`src/rtl/fwd_hazard_unit_pkg.sv`:
```
// rtl/fwd_hazard_unit_pkg.sv - forward-select encoding shared by core decode and trace
package fwd_pkg;

    // Forward source encodings; 2'b11 is never produced and decodes to register file
    typedef enum logic [1:0] {
        FWD_RF = 2'b00,
        FWD_W  = 2'b01,
        FWD_M  = 2'b10
    } fwd_sel_t;

    localparam int FWD_SEL_W = 2;

    // Map a raw 2-bit select onto the enum, folding the unused code onto FWD_RF
    function automatic fwd_sel_t fwd_decode(input logic [FWD_SEL_W-1:0] raw);
        fwd_sel_t sel;
        case (raw)
            2'b01:   sel = FWD_W;
            2'b10:   sel = FWD_M;
            default: sel = FWD_RF;
        endcase
        return sel;
    endfunction

endpackage

```
`src/rtl/fwd_hazard_unit_if.sv`:
```
// rtl/fwd_hazard_unit_if.sv - pipeline-side bundle between the core stages and the forwarding unit
interface fwd_hazard_unit_if #(
    parameter int XLEN  = 32,
    parameter int RAW   = 4,
    parameter int NSRC  = 2,
    parameter int CNT_W = 16
);
    logic [NSRC*RAW-1:0]  rs_d;
    logic [RAW-1:0]       wa_e;
    logic                 we_e;
    logic                 ld_e;
    logic [RAW-1:0]       wa_m;
    logic                 we_m;
    logic                 flush_e;
    logic                 sb_set;
    logic [RAW-1:0]       sb_set_dst;
    logic                 sb_clr;
    logic [RAW-1:0]       sb_clr_dst;
    logic [NSRC*XLEN-1:0] rf_e;
    logic [XLEN-1:0]      alu_out_m;
    logic [XLEN-1:0]      result_w;
    logic [NSRC*XLEN-1:0] src_e;
    logic [NSRC*2-1:0]    sel_e;
    logic                 stall_d;
    logic                 bubble_e;
    logic                 sb_busy;
    logic [CNT_W-1:0]     stall_cnt;

    // Pipeline stages drive register addresses and data, observe forwarded operands and hazards
    modport master (
        output rs_d, wa_e, we_e, ld_e, wa_m, we_m, flush_e,
        output sb_set, sb_set_dst, sb_clr, sb_clr_dst,
        output rf_e, alu_out_m, result_w,
        input  src_e, sel_e, stall_d, bubble_e, sb_busy, stall_cnt
    );

    // Forwarding unit side
    modport slave (
        input  rs_d, wa_e, we_e, ld_e, wa_m, we_m, flush_e,
        input  sb_set, sb_set_dst, sb_clr, sb_clr_dst,
        input  rf_e, alu_out_m, result_w,
        output src_e, sel_e, stall_d, bubble_e, sb_busy, stall_cnt
    );

endinterface

```
`src/rtl/fwd_hazard_unit_scoreboard.sv`:
```
// rtl/fwd_hazard_unit_scoreboard.sv - pending-write bits for long-latency destinations
module fwd_scoreboard #(
    parameter int NREG     = 16,
    parameter int RAW      = 4,
    parameter int ZERO_REG = 0,
    parameter int NSRC     = 2
) (
    input  logic                clk,
    input  logic                rst_n,
    input  logic                i_set,
    input  logic [RAW-1:0]      i_set_dst,
    input  logic                i_clr,
    input  logic [RAW-1:0]      i_clr_dst,
    input  logic [NSRC*RAW-1:0] i_rs,
    output logic                o_hit,
    output logic                o_busy
);

    logic [NREG-1:0] r_pending;
    logic [NREG-1:0] w_pending_nxt;
    logic            w_hit;

    // Next pending bits: clear first, then set overrides so a same-cycle set+clr leaves the bit pending
    always_comb begin
        w_pending_nxt = r_pending;
        for (int r = 0; r < NREG; r++) begin
            if (i_clr && (i_clr_dst == RAW'(r))) begin
                w_pending_nxt[r] = 1'b0;
            end
            if (i_set && (i_set_dst == RAW'(r)) && !((ZERO_REG != 0) && (r == 0))) begin
                w_pending_nxt[r] = 1'b1;
            end
        end
    end

    // Pending register; the clear becomes visible to lookups one cycle after completion
    always_ff @(posedge clk or negedge rst_n) begin
        if (!rst_n) begin
            r_pending <= '0;
        end else begin
            r_pending <= w_pending_nxt;
        end
    end

    // Lookup every source channel against the registered pending bits
    always_comb begin
        w_hit = 1'b0;
        for (int ch = 0; ch < NSRC; ch++) begin
            for (int r = 0; r < NREG; r++) begin
                if ((i_rs[ch*RAW +: RAW] == RAW'(r)) && r_pending[r]) begin
                    w_hit = 1'b1;
                end
            end
        end
    end

    assign o_hit  = w_hit;
    assign o_busy = |r_pending;

endmodule

```
`src/rtl/fwd_hazard_unit.sv`:
```
// rtl/fwd_hazard_unit.sv - forward-select generation, EX operand muxes, load-use/scoreboard stall
module fwd_hazard_unit
    import fwd_pkg::*;
#(
    parameter int XLEN     = 32,
    parameter int NREG     = 16,
    parameter int RAW      = $clog2(NREG),
    parameter int NSRC     = 2,
    parameter int ZERO_REG = 0,
    parameter int CNT_W    = 16
) (
    input  logic             clk,
    input  logic             rst_n,
    fwd_hazard_unit_if.slave bus
);

    fwd_sel_t         w_next_sel [NSRC];
    fwd_sel_t         r_sel_e    [NSRC];
    logic [XLEN-1:0]  w_src      [NSRC];
    logic [NSRC-1:0]  w_load_use_ch;
    logic             w_sb_hit;
    logic             w_hazard;
    logic             w_clear_sel;
    logic [CNT_W-1:0] r_stall_cnt;

    fwd_scoreboard #(
        .NREG     (NREG),
        .RAW      (RAW),
        .ZERO_REG (ZERO_REG),
        .NSRC     (NSRC)
    ) u_scoreboard (
        .clk       (clk),
        .rst_n     (rst_n),
        .i_set     (bus.sb_set),
        .i_set_dst (bus.sb_set_dst),
        .i_clr     (bus.sb_clr),
        .i_clr_dst (bus.sb_clr_dst),
        .i_rs      (bus.rs_d),
        .o_hit     (w_sb_hit),
        .o_busy    (bus.sb_busy)
    );

    for (genvar ch = 0; ch < NSRC; ch++) begin : g_chan
        logic [RAW-1:0] w_rs;
        logic           w_rs_zero;

        assign w_rs      = bus.rs_d[ch*RAW +: RAW];
        assign w_rs_zero = (ZERO_REG != 0) && (w_rs == '0);

        // Decode-stage select: E producer wins (it sits in M next cycle), then M producer (in W next cycle)
        always_comb begin
            w_next_sel[ch] = FWD_RF;
            if (!w_rs_zero) begin
                if ((w_rs == bus.wa_e) && bus.we_e && !bus.ld_e) begin
                    w_next_sel[ch] = FWD_M;
                end else if ((w_rs == bus.wa_m) && bus.we_m) begin
                    w_next_sel[ch] = FWD_W;
                end
            end
        end

        // A load in E cannot be forwarded from M; its consumer must wait one cycle
        assign w_load_use_ch[ch] = !w_rs_zero && (w_rs == bus.wa_e) && bus.we_e && bus.ld_e;

        // Select register; a bubble or flush sends a NOP into E, so its operands come from the RF
        always_ff @(posedge clk or negedge rst_n) begin
            if (!rst_n) begin
                r_sel_e[ch] <= FWD_RF;
            end else if (w_clear_sel) begin
                r_sel_e[ch] <= FWD_RF;
            end else begin
                r_sel_e[ch] <= w_next_sel[ch];
            end
        end

        // EX operand mux, no added latency
        always_comb begin
            case (fwd_decode(r_sel_e[ch]))
                FWD_M:   w_src[ch] = bus.alu_out_m;
                FWD_W:   w_src[ch] = bus.result_w;
                default: w_src[ch] = bus.rf_e[ch*XLEN +: XLEN];
            endcase
        end
    end

    // Stall is forced low while reset is held so the front end is not frozen during reset
    assign w_hazard    = rst_n && ((|w_load_use_ch) || w_sb_hit);
    assign w_clear_sel = w_hazard || bus.flush_e;

    // Pack per-channel operands and selects onto the bus
    always_comb begin
        bus.src_e = '0;
        bus.sel_e = '0;
        for (int ch = 0; ch < NSRC; ch++) begin
            bus.src_e[ch*XLEN +: XLEN] = w_src[ch];
            bus.sel_e[ch*2 +: 2]       = r_sel_e[ch];
        end
    end

    // Saturating count of stalled decode cycles
    always_ff @(posedge clk or negedge rst_n) begin
        if (!rst_n) begin
            r_stall_cnt <= '0;
        end else if (w_hazard && (r_stall_cnt != {CNT_W{1'b1}})) begin
            r_stall_cnt <= r_stall_cnt + 1'b1;
        end
    end

    assign bus.stall_d   = w_hazard;
    assign bus.bubble_e  = w_hazard;
    assign bus.stall_cnt = r_stall_cnt;

endmodule
```
`src/flat_wrapper.sv`:
```
// flat-port wrapper written by rule: the top's interface ports become plain ports
module fwd_hazard_unit_flat import fwd_pkg::*;
#(
    parameter int XLEN     = 32,
    parameter int NREG     = 16,
    parameter int RAW      = $clog2(NREG),
    parameter int NSRC     = 2,
    parameter int ZERO_REG = 0,
    parameter int CNT_W    = 16
)
  (clk, rst_n, bus_rs_d, bus_wa_e, bus_we_e, bus_ld_e, bus_wa_m, bus_we_m, bus_flush_e, bus_sb_set, bus_sb_set_dst, bus_sb_clr, bus_sb_clr_dst, bus_rf_e, bus_alu_out_m, bus_result_w, bus_src_e, bus_sel_e, bus_stall_d, bus_bubble_e, bus_sb_busy, bus_stall_cnt);
  fwd_hazard_unit_if #(.XLEN(XLEN), .RAW(RAW), .NSRC(NSRC), .CNT_W(CNT_W)) bus_i ();
  input  logic clk;
  input  logic rst_n;
  input wire logic [$bits(bus_i.rs_d)-1:0] bus_rs_d;
  input wire logic [$bits(bus_i.wa_e)-1:0] bus_wa_e;
  input wire logic [$bits(bus_i.we_e)-1:0] bus_we_e;
  input wire logic [$bits(bus_i.ld_e)-1:0] bus_ld_e;
  input wire logic [$bits(bus_i.wa_m)-1:0] bus_wa_m;
  input wire logic [$bits(bus_i.we_m)-1:0] bus_we_m;
  input wire logic [$bits(bus_i.flush_e)-1:0] bus_flush_e;
  input wire logic [$bits(bus_i.sb_set)-1:0] bus_sb_set;
  input wire logic [$bits(bus_i.sb_set_dst)-1:0] bus_sb_set_dst;
  input wire logic [$bits(bus_i.sb_clr)-1:0] bus_sb_clr;
  input wire logic [$bits(bus_i.sb_clr_dst)-1:0] bus_sb_clr_dst;
  input wire logic [$bits(bus_i.rf_e)-1:0] bus_rf_e;
  input wire logic [$bits(bus_i.alu_out_m)-1:0] bus_alu_out_m;
  input wire logic [$bits(bus_i.result_w)-1:0] bus_result_w;
  output wire logic [$bits(bus_i.src_e)-1:0] bus_src_e;
  output wire logic [$bits(bus_i.sel_e)-1:0] bus_sel_e;
  output wire logic [$bits(bus_i.stall_d)-1:0] bus_stall_d;
  output wire logic [$bits(bus_i.bubble_e)-1:0] bus_bubble_e;
  output wire logic [$bits(bus_i.sb_busy)-1:0] bus_sb_busy;
  output wire logic [$bits(bus_i.stall_cnt)-1:0] bus_stall_cnt;
  assign bus_i.rs_d = bus_rs_d;
  assign bus_i.wa_e = bus_wa_e;
  assign bus_i.we_e = bus_we_e;
  assign bus_i.ld_e = bus_ld_e;
  assign bus_i.wa_m = bus_wa_m;
  assign bus_i.we_m = bus_we_m;
  assign bus_i.flush_e = bus_flush_e;
  assign bus_i.sb_set = bus_sb_set;
  assign bus_i.sb_set_dst = bus_sb_set_dst;
  assign bus_i.sb_clr = bus_sb_clr;
  assign bus_i.sb_clr_dst = bus_sb_clr_dst;
  assign bus_i.rf_e = bus_rf_e;
  assign bus_i.alu_out_m = bus_alu_out_m;
  assign bus_i.result_w = bus_result_w;
  assign bus_src_e = bus_i.src_e;
  assign bus_sel_e = bus_i.sel_e;
  assign bus_stall_d = bus_i.stall_d;
  assign bus_bubble_e = bus_i.bubble_e;
  assign bus_sb_busy = bus_i.sb_busy;
  assign bus_stall_cnt = bus_i.stall_cnt;
  fwd_hazard_unit #(.XLEN(XLEN), .NREG(NREG), .RAW(RAW), .NSRC(NSRC), .ZERO_REG(ZERO_REG), .CNT_W(CNT_W)) u_core (.clk(clk), .rst_n(rst_n), .bus(bus_i));
endmodule
```
`config.mk`:
```
export PLATFORM = sky130hd
export DESIGN_NAME = fwd_hazard_unit_flat
export DESIGN_NICKNAME = d
export VERILOG_FILES = /design/src/rtl/fwd_hazard_unit_pkg.sv /design/src/rtl/fwd_hazard_unit_if.sv /design/src/rtl/fwd_hazard_unit_scoreboard.sv /design/src/rtl/fwd_hazard_unit.sv /design/src/flat_wrapper.sv
export SDC_FILE = /design/constraint.sdc
export NUM_CORES = 1
export LEC_CHECK = 0
export BUFFER_PORTS_ARGS = -buffer_cell sky130_fd_sc_hd__clkbuf_2
export CAP_MARGIN = 20
export CORE_MARGIN = 2
export CORE_UTILIZATION = 24
export DETAILED_ROUTE_END_ITERATION = 10
export MAX_ROUTING_LAYER = met4
export PLACE_DENSITY_LB_ADDON = 0.08
export REMOVE_ABC_BUFFERS = 1
export SLEW_MARGIN = 10
export SYNTH_ARGS = -nofsm -noshare
export SYNTH_HDL_FRONTEND = slang
export SYNTH_HIERARCHICAL = 1
export SYNTH_SLANG_ARGS = --single-unit
```
`constraint.sdc`:
```
create_clock -name clk -period 2.5 [get_ports clk]
set_input_delay 0.125 -clock clk [delete_from_list [all_inputs] [get_ports clk]]
set_output_delay 0.125 -clock clk [all_outputs]
set_load 0.05 [all_outputs]
```
After elaboration in Yosys (flattened, before gate mapping)
Index checks and enable logic that the tools add are counted.
Operators by class
  muxes and demuxes: 74
  eq/ne operators: 73
  reduce and logical (&&, ||, !) cells: 99
  add/subtract/negate cells: 1
Operator list (number)
  equality test 4 bit (second input constant): 32
  one-hot mux 32 bit (2 select lines): 2
  logical AND 1 bit: 74
  2-to-1 mux 1 bit: 66
  equality test 4 x 3 -> 1 bit (second input constant): 16
  equality test 4 x 2 -> 1 bit (second input constant): 8
  nonzero test 2 bit: 16
  adder 16 x 1 -> 16 bit (second input constant): 1
  equality test 4 x 1 -> 1 bit (second input constant): 4
  equality test 4 bit: 4
  zero test 4 bit: 4
  != test 16 bit (second input constant): 1
  OR reduction 16 bit: 1
  equality test 2 x 1 -> 1 bit (second input constant): 4
  equality test 2 bit (second input constant): 4
  2-to-1 mux 2 bit: 4
  one-hot mux 2 bit (2 select lines): 2
  logical OR 1 bit: 2
  OR reduction 2 bit: 1
  zero test 1 bit: 1
Storage, ports and cells
  input bits: 160
  flip-flop bits (word level): 36
  logic and storage cells: 266
  output and inout port bits: 87

Longest topological paths before layout
Gate-level depths: netlist of run 1.
  word-level depth: 38
  depth in mapped cells: 11
  gate-level depth less buffers: 8

Cells and area by module
Netlist of run 1, hierarchy kept.
Modules (own cells, without submodules)
  fwd_hazard_unit: cells an instance 344, area an instance 2421.1 um2, times used 1, sequential area each 500.5 um2
  fwd_scoreboard: cells an instance 106, area an instance 1028.5 um2, times used 1, sequential area each 400.4 um2

Worst setup path after synthesis of run 1
Ideal clock, no wire load.
  path type: register -> output
  from: register u_core.r_sel_e, in the netlist u_core/bus.sel_e[0]
  to: output bus_src_e[0]
  stages on the path, launching flop included: 6
  data arrival time: 2.478 ns
  buffers on the path: 2
  setup slack: -0.103 ns
  required time: 2.375 ns
  path through: dfrtp_1 -> inv_1 -> ha_1 -> clkbuf_1 -> clkbuf_1 -> o21ai_0
On the way
  longest elaborated chain between the ends: 4
  elaborated cells between the ends (all ways): 6
  classes of those cells: 4 x eq/ne; 2 x mux
Ends and longest elaborated chain
  from (decl): RTL line fwd_hazard_unit.sv:18  | fwd_sel_t r_sel_e [NSRC];
  from (signal, indexed assignment): RTL line fwd_hazard_unit.sv:72  | r_sel_e[ch] <= w_next_sel[ch];
  equality test 2 bit or equality test 2 x 1 -> 1 bit (tied branches): RTL line fwd_hazard_unit_pkg.sv:16  | case (raw)
  one-hot mux 2 bit (2 select lines) (*): RTL line fwd_hazard_unit_pkg.sv:16
  equality test 2 x 1 -> 1 bit or equality test 2 bit (tied branches): RTL line fwd_hazard_unit.sv:78  | case (fwd_decode(r_sel_e[ch]))
  one-hot mux 32 bit (2 select lines) (*): RTL line fwd_hazard_unit.sv:78
  to (decl): RTL line flat_wrapper.sv:29  | output wire logic [$bits(bus_i.src_e)-1:0] bus_src_e;
Every way passes the cells marked *; elsewhere a longest branch is shown, timed or not.

Final worst setup path of run 1
  from: register u_core.u_scoreboard.r_pending[9]
  to: output bus_stall_d
On the way
  longest elaborated chain between the ends: 26
  elaborated cells between the ends (all ways): 27
  classes of those cells: 23 x mux; 4 x reduce/logical
Ends and longest elaborated chain
  from (decl): RTL line fwd_hazard_unit_scoreboard.sv:19  | logic [NREG-1:0] r_pending;
  from (signal assigned): RTL line fwd_hazard_unit_scoreboard.sv:41  | r_pending <= w_pending_nxt;
  logical AND 1 bit: RTL line fwd_hazard_unit_scoreboard.sv:50  | if ((i_rs[ch*RAW +: RAW] == RAW'(r)) && r_pending[r]) begin
  2-to-1 mux 1 bit (16 in a row): RTL line fwd_hazard_unit_scoreboard.sv:50
  2-to-1 mux 1 bit (*) (7 in a row): RTL line fwd_hazard_unit_scoreboard.sv:50
  net u_core.w_sb_hit: RTL line fwd_hazard_unit.sv:21  | logic w_sb_hit;
  logical OR 1 bit (*): RTL line fwd_hazard_unit.sv:87  | assign w_hazard = rst_n && ((|w_load_use_ch) || w_sb_hit);
  logical AND 1 bit (*): RTL line fwd_hazard_unit.sv:87
  to (decl): RTL line flat_wrapper.sv:31  | output wire logic [$bits(bus_i.stall_d)-1:0] bus_stall_d;
The timed path passes the listed nets; every way through them passes the cells marked *.

==> results of run 1 <==
[metal layers]
layer  global-route usage (%)  wire length (µm)
met2                    35.16              7982
met3                    3.709              1277
met5                        -                 0
met1                    21.03              5858
met4                    5.688               354
[cells in the final DEF, fill, tap and decap left out, types with 4 or more instances in the layout]
master,n
sky130_fd_sc_hd__and3_1,4
sky130_fd_sc_hd__buf_4,17
sky130_fd_sc_hd__clkbuf_2,244
sky130_fd_sc_hd__dfrtp_1,36
sky130_fd_sc_hd__nand2_1,77
sky130_fd_sc_hd__nand3_1,17
sky130_fd_sc_hd__a22oi_1,65
sky130_fd_sc_hd__inv_1,7
sky130_fd_sc_hd__mux2i_1,5
sky130_fd_sc_hd__xnor2_1,10
sky130_fd_sc_hd__o21ai_0,97
sky130_fd_sc_hd__nand3b_1,7
sky130_fd_sc_hd__nor2_1,7
sky130_fd_sc_hd__nand2b_1,7
sky130_fd_sc_hd__nor4_1,10
sky130_fd_sc_hd__xor2_1,16
sky130_fd_sc_hd__clkbuf_16,5
[stage by stage]
| step | utilization (%) | TNS [ns] | area [µm²] | setup slack, ns | hold slack [ns] |
|---|---|---|---|---|---|
| 3_3_place_gp | 35.45 | 0 | 4940 | 0.05744 | 0.2927 |
| 5_1_grt | 37.20 | -0.2407 | 5184 | -0.06089 | 0.06977 |
| 4_1_cts | 36.87 | -0.04501 | 5137 | -0.01656 | 0.05239 |
| 6_report | 37.20 | -0.004243 | 5184 | -0.002353 | 0.06223 |
| 2_1_floorplan | - | -30.28 | 3291 | -0.4668 | -0.1706 |
| 3_5_place_dp | 35.45 | 0 | 4940 | 0.06219 | 0.2885 |
[registers in the layout, summed over array words and instances (netlist names)]
register,count
u_core/bus.stall_cnt,16
u_core/u_scoreboard/r_pending,16
u_core/bus.sel_e,4
[cell type report]
cell class | count | area (µm²) | share of cell area, %
Tap cell | 180 | 225.2 | 4.345
Clock inverter | 2 | 10.01 | 0.1931
Sequential cell | 36 | 900.9 | 17.38
Clock buffer | 6 | 138.9 | 2.679
Multi-Input combinational cell | 376 | 2400 | 46.29
Inverter | 7 | 26.28 | 0.5069
Timing Repair Buffer | 270 | 1483 | 28.60
[how the worst max path moves through the flow]
stage | cells after the start | slack [ns] | endpoint
4_1_cts | 8 | -0.02 | bus_stall_d
5_1_grt | 8 | -0.06 | bus_bubble_e
6_report | 8 | -0.002 | bus_stall_d
3_3_place_gp | 8 | 0.06 | u_core/bus.stall_cnt[1]
2_1_floorplan | 8 | -0.47 | u_core/bus.stall_cnt[1]
3_5_place_dp | 8 | 0.06 | u_core/bus.stall_cnt[1]
[power breakdown]
| group | internal [µW] | switching (µW) | total [µW] |
|---|---|---|---|
| clock network | 392 | 230 | 622 |
| registers | 687 | 124 | 811 |
| logic | 446 | 812 | 1260 |
| total | 1530 | 1170 | 2690 |
[repair_timing]
item                                   4_1_cts  5_1_grt
hold buffers                                 1        0
gates resized for setup                      6       11
setup endpoints to repair                    2       10
pin swaps                                    1        0
endpoints found under the hold margin       20        0
setup buffers                                2        1
gates cloned                                 0        0
[critical path, stage by stage (launching register included)]
cell and delay, ns:
sky130_fd_sc_hd__dfrtp_1 0.40, sky130_fd_sc_hd__mux4_2 0.46, sky130_fd_sc_hd__and3b_1 0.17, sky130_fd_sc_hd__a31oi_1 0.14, sky130_fd_sc_hd__nand4_1 0.15, sky130_fd_sc_hd__and2_4 0.17
sky130_fd_sc_hd__a221o_1 0.31, sky130_fd_sc_hd__buf_6 0.15, sky130_fd_sc_hd__buf_8 0.14
[logic make-up after synthesis]
group	after synthesis	synth area share, %
muxes	14	5.477
and+or+nand+nor	155	23.54
DFF	36	26.12
xor gates and xnor gates	26	6.601
adders and majority gates	5	1.814
AOI/OAI and AO/OA	176	31.08
buffers and inverters	38	5.368
==> flow_metrics.env, run 1 <==
export IMPL_netlist_top_cell_by_area="sky130_fd_sc_hd__dfrtp_1"
export IMPL_stdcell_count=877
export IMPL_fillers=1516
export IMPL_route_antenna_remaining_nets=0
export IMPL_hpwl_mm=12.42
export IMPL_rsz0062_at_grt="true"
export IMPL_port_buffer_count=246
export IMPL_pin_count_of_the_biggest_net_entering_global_routing=43
export IMPL_power_density_nw_per_um2=519.2
export IMPL_synthesis_yosys_warnings=6
export IMPL_synth_seq_cells=36
export IMPL_ys_types=45
export IMPL_dieWidth_um=123.9
export IMPL_layout_nets=861
export IMPL_fin_skew_ns=0.003483
export IMPL_max_cap_violations=0
export IMPL_floorplan_core_area_um2=13930
export IMPL_synth_most_common_cell="sky130_fd_sc_hd__o21ai_0"
export IMPL_initial_utilization_pct=24.76
export IMPL_synth_edff_count=0
export IMPL_synth_top_cells_by_area="sky130_fd_sc_hd__dfrtp_1, sky130_fd_sc_hd__a22oi_1, sky130_fd_sc_hd__o21ai_0, sky130_fd_sc_hd__nand2_1, sky130_fd_sc_hd__xor2_1"
export IMPL_design_portCount=247
export IMPL_synth_largest_type_area_fraction_pct=26.12
export IMPL_cts_inserted_buffers=5
export IMPL_detail_route_drc_violations=0
export IMPL_clk_root_buffer_cell="sky130_fd_sc_hd__clkbuf_16"
export IMPL_grt_antenna_before_repair=0
export IMPL_post_synth_cell_area_avg_um2=7.666
export IMPL_critical_path_class="reg2out"
export IMPL_max_buffers_root_to_sink=2
export IMPL_asyncSetResetFlopFracSynth_pct=100.0
export IMPL_floorplan_die_height_um=123.9
export IMPL_crit_arrival_ns=2.38
export IMPL_htreeDepth=2
export IMPL_drt_pass1_iter_count=5
export IMPL_post_synth_most_frequent_cells="sky130_fd_sc_hd__o21ai_0, sky130_fd_sc_hd__nand2_1, sky130_fd_sc_hd__a22oi_1"
export IMPL_postSynthCellCount=450
export IMPL_drt_iter0_markers=248
export IMPL_clk_latency_ns=0.28
export IMPL_timing_max_transition_violations_final=0
export IMPL_postRouteWirelength_mm=15.47
export IMPL_die_area_um2=15350
export IMPL_setup_reg_to_reg_worst_slack_ns=-0.002
export IMPL_area_growth_syn_to_layout_pct=50.27
export IMPL_finalPower_uw=2692
export IMPL_cp_required_ns=2.38
export IMPL_slew_headroom_pct=61.85
export IMPL_worst_hold_path_endpoint="u_core/bus.sel_e[1]"
export IMPL_achievable_frequency_ghz=0.3996
export IMPL_end_kind="primary output"
export IMPL_cts_clk_slew_worst_paths_ns=0.06
export IMPL_avgViaCountPerCell=5.089
export IMPL_tritoncts_clock_tree="done"
export IMPL_fin_hold_viols=0
export IMPL_placed_cell_count=865
export IMPL_clock_sinks=36
export IMPL_timing_hold_worst_class="in2reg"
export IMPL_run_status="finished with violations"
export IMPL_first_global_vias=4169
export IMPL_total_setup_violations_reported_at_the_end_of_the_flow=2
export IMPL_whs_path_depth=2
export IMPL_yosys_most_used_dff="sky130_fd_sc_hd__dfrtp_1"
export IMPL_timing_final_ws_setup_ns=-0.002353
export IMPL_detailroute_via_count=4463
export IMPL_worst_hold_startpoint="bus_ld_e"
export IMPL_regToRegEndpoint="u_core/bus.stall_cnt[1]"
export IMPL_startpoint="u_core/u_scoreboard/r_pending[9]"
export IMPL_static_leakage_power_uw=0.002498
export IMPL_worstSetupStartpointType="flip-flop"
export IMPL_ys_seq_area_share_pct=26.12
export IMPL_critPathMaxFanout=4
export IMPL_grt_overflow_total=0
export IMPL_num_antenna_cells=0
export IMPL_period_share_pct=100.1
export IMPL_violations_in_the_final_reports="setup timing"
export IMPL_worst_slew_pin_transition_ns=0.5722
export IMPL_post_synth_instance_area_um2=3450
export IMPL_place_congestion=0.8179
export IMPL_grt_first_pass_wirelength_mm=22.34
export IMPL_post_route_min_period_ns=2.502
export IMPL_worst_r2r_startpoint="u_core/u_scoreboard/r_pending[9]"
export IMPL_final_layout_size_suffix_gt1_share_pct=43.76
export IMPL_floorplan_row_count=43
export IMPL_peakVddDrop_mv=0.7909
export IMPL_grt_usage_pct=19.19
export IMPL_reg2reg_depth=9
export IMPL_drt_wirelength_per_cell_um=17.64
(Power assumes the default switching activity.)
==> inputs of run 2 (changes only) <==
--- a/config.mk
+++ b/config.mk
@@ -5,6 +5,7 @@
 export SDC_FILE = /design/constraint.sdc
 export NUM_CORES = 1
 export LEC_CHECK = 0
+export ABC_AREA = 1
 export BUFFER_PORTS_ARGS = -buffer_cell sky130_fd_sc_hd__clkbuf_2
 export CAP_MARGIN = 20
 export CORE_MARGIN = 2
@@ -13,6 +14,7 @@
 export MAX_ROUTING_LAYER = met4
 export PLACE_DENSITY_LB_ADDON = 0.08
 export REMOVE_ABC_BUFFERS = 1
+export SETUP_SLACK_MARGIN = 0.2
 export SLEW_MARGIN = 10
 export SYNTH_ARGS = -nofsm -noshare
 export SYNTH_HDL_FRONTEND = slang
==> constraint.sdc (replaced) <==
create_clock -name clk -period 3 [get_ports clk]
set_input_delay 0.15 -clock clk [delete_from_list [all_inputs] [get_ports clk]]
set_output_delay 0.15 -clock clk [all_outputs]
set_load 0.05 [all_outputs]
==> run 2 against run 1 <==
  * Register-to-register slack improved by 1.1 ns
  * Final cell count increased by 29%
  * Setup slack gained 0.66 ns
  * Via count rose by 21%
  * Sequential share of layout area decreased by 1.1 points
  * Power shrank 16%
  * First-iteration DRC count up 9.7%
  * Flip-flop and latch count unchanged
  * Clock skew increased by 0.0066 ns
  * The run now ends clean
  * Die area up 13%
  * Cell area rose by 6.4%
  * Combinational power is 23% lower
==> flow_metrics.env, run 2 <==
export IMPL_run_status="completed"
export IMPL_cts_resized_gates=0
export IMPL_achievable_frequency_ghz=0.4268
export IMPL_grt_first_pass_wirelength_mm=27.74
export IMPL_htreeDepth=2
export IMPL_post_synth_cell_area_avg_um2=5.717
export IMPL_grt_usage_pct=20.25
export IMPL_power_density_nw_per_um2=409.7
export IMPL_rsz0062_at_grt="false"
export IMPL_internal_power_uw=1235
export IMPL_clk_latency_ns=0.28
export IMPL_fillers=1857
export IMPL_power_share_sequential_pct=29.8
export IMPL_asyncSetResetFlopFracSynth_pct=100.0
export IMPL_dieWidth_um=131.5
export IMPL_critPathMaxFanout=18
export IMPL_total_switching_power_uw=1025
export IMPL_met3_length_um=981
export IMPL_ys_types=26
export IMPL_max_buffers_root_to_sink=2
export IMPL_cp_required_ns=2.85
export IMPL_clock_sinks=36
export IMPL_total_setup_violations_reported_at_the_end_of_the_flow=0
export IMPL_peakVddDrop_mv=0.4760
export IMPL_clk_root_buffer_cell="sky130_fd_sc_hd__clkbuf_16"
export IMPL_power_frac_comb_pct=42.8
export IMPL_critical_path_class="reg2out"
export IMPL_detailroute_via_count=5397
export IMPL_synthesis_yosys_warnings=6
export IMPL_max_cap_violations=0
export IMPL_synth_largest_type_area_fraction_pct=23.11
export IMPL_end_kind="primary output"
export IMPL_power_switching_fraction_pct=45.36
export IMPL_worstSetupStartpointType="flip-flop"
export IMPL_final_layout_size_suffix_gt1_share_pct=29.93
export IMPL_setup_reg_to_reg_worst_slack_ns=1.05
export IMPL_cts_inserted_buffers=5
export IMPL_ys_seq_area_share_pct=23.11
export IMPL_pin_count_of_the_biggest_net_entering_global_routing=34
export IMPL_crit_arrival_ns=2.19
export IMPL_area_growth_syn_to_layout_pct=41.53
export IMPL_drt_pass1_iter_count=5
export IMPL_worst_slew_pin_transition_ns=0.6904
export IMPL_fin_hold_viols=0
export IMPL_static_leakage_power_uw=0.002988
export IMPL_num_antenna_cells=0
export IMPL_route_antenna_remaining_nets=0
export IMPL_die_area_um2=17280
export IMPL_synth_most_common_cell="sky130_fd_sc_hd__nand2_1"
export IMPL_tritoncts_clock_tree="done"
export IMPL_timing_max_transition_violations_final=0
export IMPL_floorplan_core_area_um2=15890
export IMPL_detail_route_drc_violations=0
export IMPL_cts_clk_slew_worst_paths_ns=0.06
export IMPL_most_common_cell_after_layout_fill_and_taps_aside="sky130_fd_sc_hd__clkbuf_2"
export IMPL_first_global_vias=5058
export IMPL_avgViaCountPerCell=4.785
export IMPL_design_portCount=247
export IMPL_routed_top_layer="met4"
export IMPL_postLayoutCellArea_um2=5518
export IMPL_initial_utilization_pct=24.54
export IMPL_layout_nets=1076
export IMPL_hpwl_mm=14.02
export IMPL_met2WireLength_mm=8.510
export IMPL_grt_overflow_total=0
export IMPL_layout_cells_most_common_list="sky130_fd_sc_hd__clkbuf_2, sky130_fd_sc_hd__nand2_1, sky130_fd_sc_hd__a21oi_1"
export IMPL_met1_length_mm=7.719
export IMPL_postRouteWirelength_mm=17.67
export IMPL_setup_tns_final_ns=0
export IMPL_drt_iter0_markers=272
export IMPL_yosys_most_used_dff="sky130_fd_sc_hd__dfrtp_1"
export IMPL_post_synth_instance_area_um2=3899
export IMPL_port_buffer_count=246
export IMPL_synth_top_cells_by_area="sky130_fd_sc_hd__dfrtp_1, sky130_fd_sc_hd__nand2_1, sky130_fd_sc_hd__a21oi_1, sky130_fd_sc_hd__nor2_1, sky130_fd_sc_hd__inv_1"
export IMPL_fin_skew_ns=0.01007
export IMPL_postSynthCellCount=682
export IMPL_synth_seq_cells=36
export IMPL_timing_hold_worst_class="in2reg"
export IMPL_part_of_the_total_power_dissipated_in_the_clock_network_pct=27.4
export IMPL_synth_edff_count=0
export IMPL_post_synth_most_frequent_cells="sky130_fd_sc_hd__nand2_1, sky130_fd_sc_hd__a21oi_1, sky130_fd_sc_hd__nor2_1"
export IMPL_place_congestion=0.8557
export IMPL_period_share_pct=78.11
export IMPL_netlist_top_cell_by_area="sky130_fd_sc_hd__dfrtp_1"
export IMPL_slew_headroom_pct=53.97
export IMPL_floorplan_row_count=46
export IMPL_floorplan_die_height_um=131.5
export IMPL_post_route_min_period_ns=2.343
export IMPL_fin_worst_hold_slack_ns=0.1311
export IMPL_postPlaceCellArea_um2=5336
export IMPL_drt_wirelength_per_cell_um=15.67
export IMPL_grt_antenna_before_repair=0
[run 2: worst max-delay path, cell delays in order (launching register included)]
cell and delay (ns):
sky130_fd_sc_hd__dfrtp_1 0.37, sky130_fd_sc_hd__inv_1 0.05, sky130_fd_sc_hd__ha_1 0.30, sky130_fd_sc_hd__inv_1 0.46
sky130_fd_sc_hd__buf_12 0.24, sky130_fd_sc_hd__nor2_1 0.05, sky130_fd_sc_hd__a21oi_1 0.14, sky130_fd_sc_hd__clkbuf_2 0.30
[run 2: power groups by stage]
stage                     Sequential [µW]  Combinational, µW  Clock [µW]
final                                 673                967         620
after global routing                  688               1050         653
after CTS                             671                972         630
after detailed placement              681                967           0
after global placement                685                972           0
after floorplan                       738                537           0
[run 2: layer usage]
| metal | GRT usage [%] | up-vias |
|---|---|---|
| met5 | - | - |
| met4 | 5.797 | 0 |
| met3 | 2.816 | 26 |
| met2 | 34.41 | 224 |
| met1 | 25.07 | 2450 |
| li1 | - | 2697 |
[run 2: cell families (layout without fill, tap and decap cells)]
family / Yosys count / in the layout / synth area share [%]
AND/OR/NAND/NOR: 383 / 383 / 41.69
flip-flops: 36 / 36 / 23.11
XOR/XNOR: 22 / 22 / 4.942
AO/OA/AOI/OAI: 149 / 149 / 19.38
adder cells (fa/ha/maj): 5 / 5 / 1.605
buffers and inverters: 87 / 317 / 9.275
[run 2: path summary, 6_finish.rpt]
| check | from | to | cells past startpoint |
|---|---|---|---|
| worst max-delay path | u_core/bus.sel_e[0] | bus_src_e[21] | 7 |
| worst min-delay path | bus_we_m | u_core/bus.sel_e[2] | 3 |
| worst max register to register | u_core/u_scoreboard/r_pending[3] | u_core/bus.sel_e[0] | 13 |
| worst min register to register | u_core/bus.stall_cnt[1] | u_core/bus.stall_cnt[1] | 2 |
| max in group asynchronous | rst_n | u_core/bus.stall_cnt[13] | 3 |
| min in group asynchronous | rst_n | u_core/u_scoreboard/r_pending[0] | 2 |
[run 2: through the flow]
| stage | worst slack (ns) | power, µW | std cells | utilization [%] |
|---|---|---|---|---|
| detailed placement | 0.9092 | 1648 | 1119 | 33.59 |
| finish | 0.6567 | 2260 | 1128 | 34.74 |
| floorplan | 0.08626 | 1275 | 647 | - |
| global route | 0.4485 | 2393 | 1128 | 34.74 |
| global placement | 0.9136 | 1657 | 1119 | 33.59 |
| CTS | 0.6349 | 2274 | 1128 | 34.74 |
[run 2: repair_timing]
action,4_1_cts,5_1_grt
hold endpoints to repair,32,0
buffers inserted,0,0
endpoints found under the setup margin,0,0
hold buffers,1,0
[run 2: layout make-up]
| cell class | count | area [µm²] | share of cell area, % |
|---|---|---|---|
| multi-input cells | 559 | 2636 | 47.78 |
| repair buffers | 257 | 1341 | 24.31 |
| flip-flops and latches | 36 | 900.9 | 16.33 |
| well taps | 216 | 270.3 | 4.898 |
| inverters | 52 | 197.7 | 3.583 |
| clock buffers | 5 | 125.1 | 2.268 |
| clock inverters | 3 | 46.29 | 0.8390 |
==> inputs of run 3 (changes only) <==
==> constraint.sdc (replaced) <==
create_clock -name clk -period 2.35 [get_ports clk]
set_input_delay 0.1175 -clock clk [delete_from_list [all_inputs] [get_ports clk]]
set_output_delay 0.1175 -clock clk [all_outputs]
set_load 0.05 [all_outputs]
==> run 3 against run 2 <==
  * Final cell count rose by 0.35%
  * Power rose by 23%
  * Die area did not move
  * Sequential share of layout area fell by 0.23 points
  * Sequential power rose by 27%
  * Core utilization rose by 0.50 points
  * Non-clock buffer count rose by 4
  * Worst hold slack got worse by 0.032 ns
  * Largest power group unchanged
  * Highest routed layer unchanged
==> flow_metrics.env, run 3 (synthesis results as in run 2) <==
export IMPL_worstSetupStartpointType="flip-flop"
export IMPL_most_common_cell_after_layout_fill_and_taps_aside="sky130_fd_sc_hd__clkbuf_2"
export IMPL_worstPathCellList="inv_1 -> ha_1 -> buf_6 -> a21oi_1 -> a21oi_1 -> clkbuf_4"
export IMPL_cpMostUsedCell="sky130_fd_sc_hd__a21oi_1"
export IMPL_setup_tns_final_ns=0
export IMPL_detail_route_drc_violations=0
export IMPL_port_buffer_count=246
export IMPL_timing_max_transition_violations_final=0
export IMPL_register_area_um2=900.9
export IMPL_crit_slowest_cell="sky130_fd_sc_hd__dfrtp_1"
export IMPL_critPathMaxFanout=32
export IMPL_layout_cells_most_common_list="sky130_fd_sc_hd__clkbuf_2, sky130_fd_sc_hd__nand2_1, sky130_fd_sc_hd__a21oi_1"
export IMPL_worst_r2r_startpoint="u_core/bus.stall_cnt[0]"
export IMPL_area_growth_syn_to_layout_pct=43.58
export IMPL_rsz0062_at_grt="true"
export IMPL_whs_path_depth=3
export IMPL_final_layout_size_suffix_gt1_share_pct=30.46
export IMPL_static_leakage_power_uw=0.003000
export IMPL_clk_latency_ns=0.29
export IMPL_num_antenna_cells=0
export IMPL_total_setup_violations_reported_at_the_end_of_the_flow=0
export IMPL_first_global_vias=5108
export IMPL_multi_input_comb_area_um2=2639
export IMPL_crit_arrival_ns=1.99
export IMPL_grt_overflow_total=0
export IMPL_cts_clk_slew_worst_paths_ns=0.06
export IMPL_regToRegEndpoint="u_core/bus.stall_cnt[6]"
export IMPL_max_buffers_root_to_sink=2
export IMPL_initial_utilization_pct=24.54
export IMPL_grt_first_pass_wirelength_mm=27.86
export IMPL_post_route_min_period_ns=2.109
export IMPL_fin_hold_viols=0
export IMPL_placed_cell_count=1123
export IMPL_achievable_frequency_ghz=0.4742
export IMPL_setup_reg_to_reg_worst_slack_ns=0.57
export IMPL_worst_hold_startpoint="bus_we_m"
export IMPL_drt_pass1_iter_count=6
export IMPL_dieWidth_um=131.5
export IMPL_max_cap_violations=0
export IMPL_detailroute_via_count=5345
export IMPL_critical_path_class="reg2out"
export IMPL_end_kind="primary output"
export IMPL_drt_iter0_markers=232
export IMPL_drt_wirelength_per_cell_um=15.63
export IMPL_cpPeakStageDelay_ns=0.38
export IMPL_htreeDepth=2
export IMPL_period_share_pct=89.73
export IMPL_avgViaCountPerCell=4.722
export IMPL_postRouteWirelength_mm=17.69
export IMPL_route_antenna_remaining_nets=0
export IMPL_cts_setup_buffers=0
export IMPL_power_density_nw_per_um2=498.1
export IMPL_floorplan_row_count=46
export IMPL_layout_nets=1080
export IMPL_grt_antenna_before_repair=0
export IMPL_peakVddDrop_mv=0.6498
export IMPL_timing_hold_worst_class="in2reg"
export IMPL_floorplan_die_height_um=131.5
export IMPL_clk_root_buffer_cell="sky130_fd_sc_hd__clkbuf_16"
export IMPL_finalPower_uw=2788
export IMPL_worst_hold_path_endpoint="u_core/bus.sel_e[2]"
export IMPL_stdcell_count=1132
export IMPL_slew_headroom_pct=74.21
export IMPL_run_status="completed"
export IMPL_reg2reg_depth=7
export IMPL_place_congestion=0.8671
export IMPL_grt_usage_pct=20.45
export IMPL_fillers=1859
export IMPL_pin_count_of_the_biggest_net_entering_global_routing=33
export IMPL_hpwl_mm=14.38
export IMPL_die_area_um2=17280
export IMPL_tritoncts_clock_tree="done"
export IMPL_design_portCount=247
export IMPL_clock_sinks=36
export IMPL_cp_required_ns=2.23
export IMPL_fin_skew_ns=0.01495
export IMPL_cts_inserted_buffers=5
export IMPL_worst_slew_pin_transition_ns=0.3869
export IMPL_floorplan_core_area_um2=15890
## run 3: cell count changes in the layout (fill, tap and decap cells not counted), sizes merged
cell,change
clkbuf,-5
buf,+9
clkinvlp,+1
bufinv,-1
inv,-1
clkinv,+1
## run 3: area by class of cell
type / instances / area share, %
inverter: 52 / 3.599
clock inverter: 3 / 0.3800
sequential: 36 / 16.09
timing repair buffer: 261 / 25.73
multi-input combinational: 559 / 47.14
tap: 216 / 4.828
clock buffer: 5 / 2.235
## run 3: how the worst max path moves through the flow
stage / depth (start not counted) / start / endpoint
2_1_floorplan: 5 / u_core/bus.sel_e[0] / bus_src_e[0]
3_3_place_gp: 6 / u_core/bus.sel_e[2] / bus_src_e[62]
3_5_place_dp: 6 / u_core/bus.sel_e[2] / bus_src_e[62]
4_1_cts: 6 / u_core/bus.sel_e[2] / bus_src_e[62]
5_1_grt: 6 / u_core/bus.sel_e[2] / bus_src_e[62]
6_report: 6 / u_core/bus.sel_e[2] / bus_src_e[62]
## run 3: worst max-delay path, delay by kind of cell, from the launching register on
kind                       cells  cell delay, ns
adders and majority gates      1            0.35
buffers and inverters          3            0.65
DFF                            1            0.38
AOI/OAI and AO/OA              2            0.33
## run 3: layer usage
| layer | part of all wire, % | vias to the layer above | track usage, % |
|---|---|---|---|
| li1 | - | 2701 | - |
| met1 | 43 | 2414 | 25.08 |
| met2 | 49 | 206 | 34.61 |
| met3 | 5.7 | 24 | 3.086 |
| met4 | 2.9 | 0 | 6.401 |
| met5 | 0 | - | - |
## run 3: stage by stage
stage,setup WS (ns),util (%),hold WS [ns],cell area (µm²)
after floorplan,-0.5312,-,-0.1781,3735
after global placement,0.4535,34.02,0.04941,5404
after detailed placement,0.4151,34.02,0.05112,5404
after CTS,0.1681,35.07,0.09858,5570
after global routing,0.1139,35.24,0.1185,5598
final,0.2413,35.24,0.09886,5598
## run 3: power breakdown
group / leakage (µW) / internal, µW / switching (µW)
clock: 0.0000702 / 395 / 284
sequential: 0.000461 / 717 / 138
combinational: 0.00247 / 373 / 881
total: 0.00300 / 1490 / 1300
## run 3: timing repair
action                                 in CTS  in global routing
endpoints found under the hold margin       8                  0
setup endpoints to repair                  11                 49
pin swaps                                   0                  0
gates resized for setup                     3                 26
hold buffers                                1                  0
